<file path="src/rtl/eth_crc_pkg.sv">
// Shared constants and state type for the Ethernet FCS inserter.
package eth_crc_pkg;

    localparam logic [31:0] CRC_POLY_REFL = 32'hEDB88320;
    localparam logic [31:0] CRC_INIT      = 32'hFFFFFFFF;
    // Good-frame residue in MSB-first bit order; the reflected CRC register
    // holds its bit reversal (0xDEBB20E3) after a frame plus its FCS.
    localparam logic [31:0] CRC_RESIDUE   = 32'hC704DD7B;

    typedef enum logic [1:0] {
        PASS,
        PAD,
        FCS
    } fcs_state_t;

endpackage

</file>
<file path="src/rtl/crc32_byte_update.sv">
// One-byte update of the reflected CRC-32 register (8 unrolled shift/xor steps).
module crc32_byte_update (
    input  logic [31:0] crc_in,
    input  logic [7:0]  data,
    output logic [31:0] crc_out
);
    import eth_crc_pkg::*;

    logic [31:0] c;

    // Fold the byte into the low bits, then shift out one bit per step.
    always_comb begin
        c = crc_in ^ {24'h000000, data};
        for (int i = 0; i < 8; i++) begin
            c = c[0] ? ((c >> 1) ^ CRC_POLY_REFL) : (c >> 1);
        end
        crc_out = c;
    end

endmodule

</file>
<file path="src/rtl/eth_fcs_inserter.sv">
// Byte-stream frame re-emitter: pads short frames with zeros, then appends
// the 4-byte Ethernet FCS (complemented CRC, LSB first).
module eth_fcs_inserter #(
    parameter int DATA_WIDTH = 8,
    parameter int CRC_WIDTH  = 32,
    parameter int MIN_FRAME  = 60,
    parameter int CNT_WIDTH  = 16
) (
    input  logic                  clk,
    input  logic                  rst,
    input  logic                  s_valid,
    output logic                  s_ready,
    input  logic [DATA_WIDTH-1:0] s_data,
    input  logic                  s_last,
    output logic                  m_valid,
    input  logic                  m_ready,
    output logic [DATA_WIDTH-1:0] m_data,
    output logic                  m_last,
    output logic                  frame_done
);
    import eth_crc_pkg::*;

    localparam logic [CNT_WIDTH-1:0] MIN_CNT = CNT_WIDTH'(MIN_FRAME);

    fcs_state_t           state;
    logic [CRC_WIDTH-1:0] crc;
    logic [CNT_WIDTH-1:0] byte_cnt;
    logic [1:0]           fcs_idx;

    logic                 out_free;
    logic                 in_xfer;
    logic                 last_xfer;
    logic [CNT_WIDTH-1:0] cnt_inc;
    logic [7:0]           crc_byte;
    logic [7:0]           fcs_byte;
    logic [31:0]          crc_next;
    logic [31:0]          fcs_word;

    assign out_free  = !m_valid || m_ready;
    assign s_ready   = rst && (state == PASS) && out_free;
    assign in_xfer   = s_valid && s_ready;
    assign last_xfer = m_valid && m_ready && m_last;
    assign cnt_inc   = (byte_cnt == '1) ? byte_cnt : byte_cnt + 1'b1;
    assign crc_byte  = (state == PASS) ? s_data : 8'h00;
    assign fcs_word  = ~crc;

    // Pick the FCS byte for the current index, least significant byte first.
    always_comb begin
        fcs_byte = fcs_word[7:0];
        case (fcs_idx)
            2'd0: fcs_byte = fcs_word[7:0];
            2'd1: fcs_byte = fcs_word[15:8];
            2'd2: fcs_byte = fcs_word[23:16];
            2'd3: fcs_byte = fcs_word[31:24];
            default: fcs_byte = fcs_word[7:0];
        endcase
    end

    crc32_byte_update u_crc (
        .crc_in  (crc),
        .data    (crc_byte),
        .crc_out (crc_next)
    );

    // Frame FSM: payload pass-through, zero padding, FCS emission; the output
    // register is only reloaded when empty or being drained this cycle.
    always_ff @(posedge clk or negedge rst) begin
        if (!rst) begin
            state      <= PASS;
            crc        <= CRC_INIT;
            byte_cnt   <= '0;
            fcs_idx    <= 2'd0;
            m_valid    <= 1'b0;
            m_data     <= '0;
            m_last     <= 1'b0;
            frame_done <= 1'b0;
        end else begin
            frame_done <= 1'b0;
            if (m_valid && m_ready) begin
                m_valid <= 1'b0;
            end
            case (state)
                PASS: begin
                    if (in_xfer) begin
                        m_valid  <= 1'b1;
                        m_data   <= s_data;
                        m_last   <= 1'b0;
                        crc      <= crc_next;
                        byte_cnt <= cnt_inc;
                        if (s_last) begin
                            if (cnt_inc < MIN_CNT) begin
                                state <= PAD;
                            end else begin
                                state   <= FCS;
                                fcs_idx <= 2'd0;
                            end
                        end
                    end
                end
                PAD: begin
                    if (out_free) begin
                        m_valid  <= 1'b1;
                        m_data   <= '0;
                        m_last   <= 1'b0;
                        crc      <= crc_next;
                        byte_cnt <= cnt_inc;
                        if (cnt_inc >= MIN_CNT) begin
                            state   <= FCS;
                            fcs_idx <= 2'd0;
                        end
                    end
                end
                FCS: begin
                    if (last_xfer) begin
                        frame_done <= 1'b1;
                        m_last     <= 1'b0;
                        crc        <= CRC_INIT;
                        byte_cnt   <= '0;
                        fcs_idx    <= 2'd0;
                        state      <= PASS;
                    end else if (out_free) begin
                        m_valid <= 1'b1;
                        m_data  <= fcs_byte;
                        m_last  <= (fcs_idx == 2'd3);
                        fcs_idx <= fcs_idx + 2'd1;
                    end
                end
                default: state <= PASS;
            endcase
        end
    end

endmodule

</file>
<file path="config.mk">
export PLATFORM = sky130hd
export DESIGN_NAME = eth_fcs_inserter
export DESIGN_NICKNAME = d
export VERILOG_FILES = /design/src/rtl/eth_crc_pkg.sv /design/src/rtl/crc32_byte_update.sv /design/src/rtl/eth_fcs_inserter.sv
export SDC_FILE = /design/constraint.sdc
export NUM_CORES = 1
export LEC_CHECK = 0
export CORE_ASPECT_RATIO = 0.5
export CORE_UTILIZATION = 50
export CTS_BUF_LIST = sky130_fd_sc_hd__clkbuf_4
export CTS_CLUSTER_SIZE = 20
export DETAILED_ROUTE_END_ITERATION = 7
export PLACE_DENSITY = 0.68
export SLEW_MARGIN = 10
export SYNTH_ARGS = -nofsm -noshare
export SYNTH_HDL_FRONTEND = slang
export SYNTH_SLANG_ARGS = --single-unit
</file>
<file path="constraint.sdc">
create_clock -name clk -period 3.2 [get_ports clk]
set_clock_uncertainty 0.2 [all_clocks]
set_input_delay 0.8 -clock clk [delete_from_list [all_inputs] [get_ports clk]]
set_output_delay 0.8 -clock clk [all_outputs]
set_load 0.05 [all_outputs]
</file>
==> qor.yml <==
routing:
  first_iter_violations: 175
  vias: 3544
  avgRoutedWirePerCell_um: 17.5
  wirelength_um: 10700
  viasPerCell: 5.79
  first_pass_iters: 5
  route.detailed.drc: 0
  ant_nets: 0
place:
  pre_cts_slack_ps: 102
  dp_hpwl_um: 7600
  io_buffers: 24
  gp_congestion: 0.887
hold_path:
  hold_path_class: "input port to asynchronous set/reset pin"
logic_synthesis:
  yosys-mux-area-fraction_pct: 0.479
  synth.distinct_cells: 61
  ys.flop_type: "dfstp_2"
  yosys_warnings: 0
  ys_ff_latch: 63
  synth_top_family_by_area: "compound AO/OA/AOI/OAI gates"
  synth-simple-area-share_pct: 16.5
  synth_adder_area_share_pct: 2.70
  synth_area_sq_um: 4180
  syn-num-nets: 478
  synth-edff-count: 0
  synth_xor_area_share_pct: 16.7
  synthArstFlopShare_pct: 100
  avgSynthCellArea_sq_um: 9.16
  synth_cells: 456
  synth-compound-area-share_pct: 21.1
  synth_seq_area_share_pct: 38.7
layout:
  final_cell_mix: "nand2_1 (50), xnor2_1 (46), a21oi_1 (41)"
  final_common_cell: "nand2_1"
  finish.utilization_pct: 60.4
  area_growth_pct: 16.5
  fin_nets: 517
  num_antenna_cells: 0
  drive_gt1_share_pct: 18.2
global_routing:
  grt_pass1_vias: 3345
  antenna_found_initial: 0
  grt_pass1_wl_um: 17300
  grt_max_degree: 56
  grt_remaining_overflow: 0
  grt_usage_pct: 26.5
worst_setup_path:
  r2r_end: "crc[25]"
  rr_worst_depth: 8
  critPathKind: "flop to flop"
  r2r_slack_ps: 200
  startpoint_type: "flop"
  r2r-start: "state[0]"
  path_max_fanout: 14
  end_kind: "flop"
  critPathRequiredTime_ps: 3360
  crit_arrival_ps: 3160
clocking:
  clkLatencyLatePin_ps: 440
  numCtsBuffers: 9
  cts.sinks: 63
  cts_root_buffer: "clkbuf_4"
  ctsHtreeMaxLevel: 3
  holdBufCountCts: 0
  clk_pin_slew_ps: 110
  cts_tree: "yes"
  cts_setup_buffers: 0
  cts_resized: 0
  clockBufferDepth: 2
run_status:
  outcome: "complete, no violations"
timing:
  setup_viol: 0
  fmax_ghz: 0.334
  grt_setup_unrepaired: "no"
  fin_setup_tns_ps: 0
  slew_violations: 0
  worstMarginPinSlew_ps: 714
  fin_crit_ps: 3000
  slew-limit-headroom_pct: 52.4
  fin_crit_sh_pct: 93.7
  holdWs_ps: 132
  finalHoldViolCount: 0
  setup_slack_ps: 202
floorplan:
  dieArea_sq_um: 8740
  coreArea_sq_um: 8060
  start_util_pct: 51.8
  ioPinCount: 25
  row_count: 23
  die_y_um: 66.6
  die_w_um: 131
flow_run:
  drv_cap: 0
==> worst max-delay path: stages (launching register included) <==
cell     delay (ps)
dfrtp_1         440
inv_1           100
ha_1            530
nand2_1         180
xor2_2          400
xnor2_2         220
xor2_1          300
xor3_1          360
a22oi_1         180
==> synth_stat cells, types with 5 or more instances <==
master,number,area [sq um]
nand2_1,50,188
xnor2_1,46,403
a21oi_1,41,205
dfstp_2,32,841
dfrtp_1,31,776
nor2_1,29,109
o21ai_0,21,105
xor2_1,17,149
a211oi_1,15,113
inv_1,15,56.3
clkbuf_1,14,52.6
ha_1,9,113
nor3_1,9,45.0
nand3_1,8,40.0
o22a_1,8,70.1
o22ai_1,8,50.1
a22oi_1,7,52.6
a31oi_1,7,43.8
and3_1,7,43.8
buf_2,7,35.0
and4_1,5,43.8
==> metrics by stage <==
step	instance area, sq um	std cells
after global routing	4870	612
final	4870	612
after CTS	4870	612
after floorplan	4180	456
after detailed placement	4680	596
after global placement	4680	596
==> routing by layer <==
metal	routed length [um]	vias to the layer above	track usage (%)
met5	0	-	0
met4	123	0	6.91
met3	649	13	7.84
met2	4890	92	43.1
met1	5070	1726	34.6
li1	-	1713	-
==> flip-flops by register name, indices dropped and copies added, names as in the netlist <==
register,flops
byte_cnt,16
crc,32
fcs_idx,2
frame_done,1
m_data,8
m_last,1
m_valid,1
state,2
==> worst max path at each step <==
stage | to | slack [ps] | depth (start not counted) | start
5_1_grt | crc[25] | 90 | 8 | state[0]
6_report | crc[25] | 200 | 8 | state[0]
3_3_place_gp | crc[25] | 150 | 7 | s_data[0]
4_1_cts | s_ready | 230 | 4 | state[0]
2_1_floorplan | crc[12] | 500 | 7 | m_ready
3_5_place_dp | byte_cnt[6] | 100 | 7 | m_ready
==> cells by family after synthesis <==
family	count (synthesis)
and+or+nand+nor	137
AOI/OAI and AO/OA	135
xor gates and xnor gates	71
DFF	63
buffers and inverters	39
adders and majority gates	9
muxes	2
==> layout make-up <==
class                           count  area, sq um
Clock inverter                      6          109
Timing Repair Buffer               51          460
Sequential cell                    63         1620
Multi-Input combinational cell    354         2400
Inverter                           16         60.1
Tap cell                          112          140
Fill cell                         730         3190
Clock buffer                       10         75.1
Power is not shown: default switching activity piles up to over one toggle a cycle in this logic, so the estimate is an artifact.
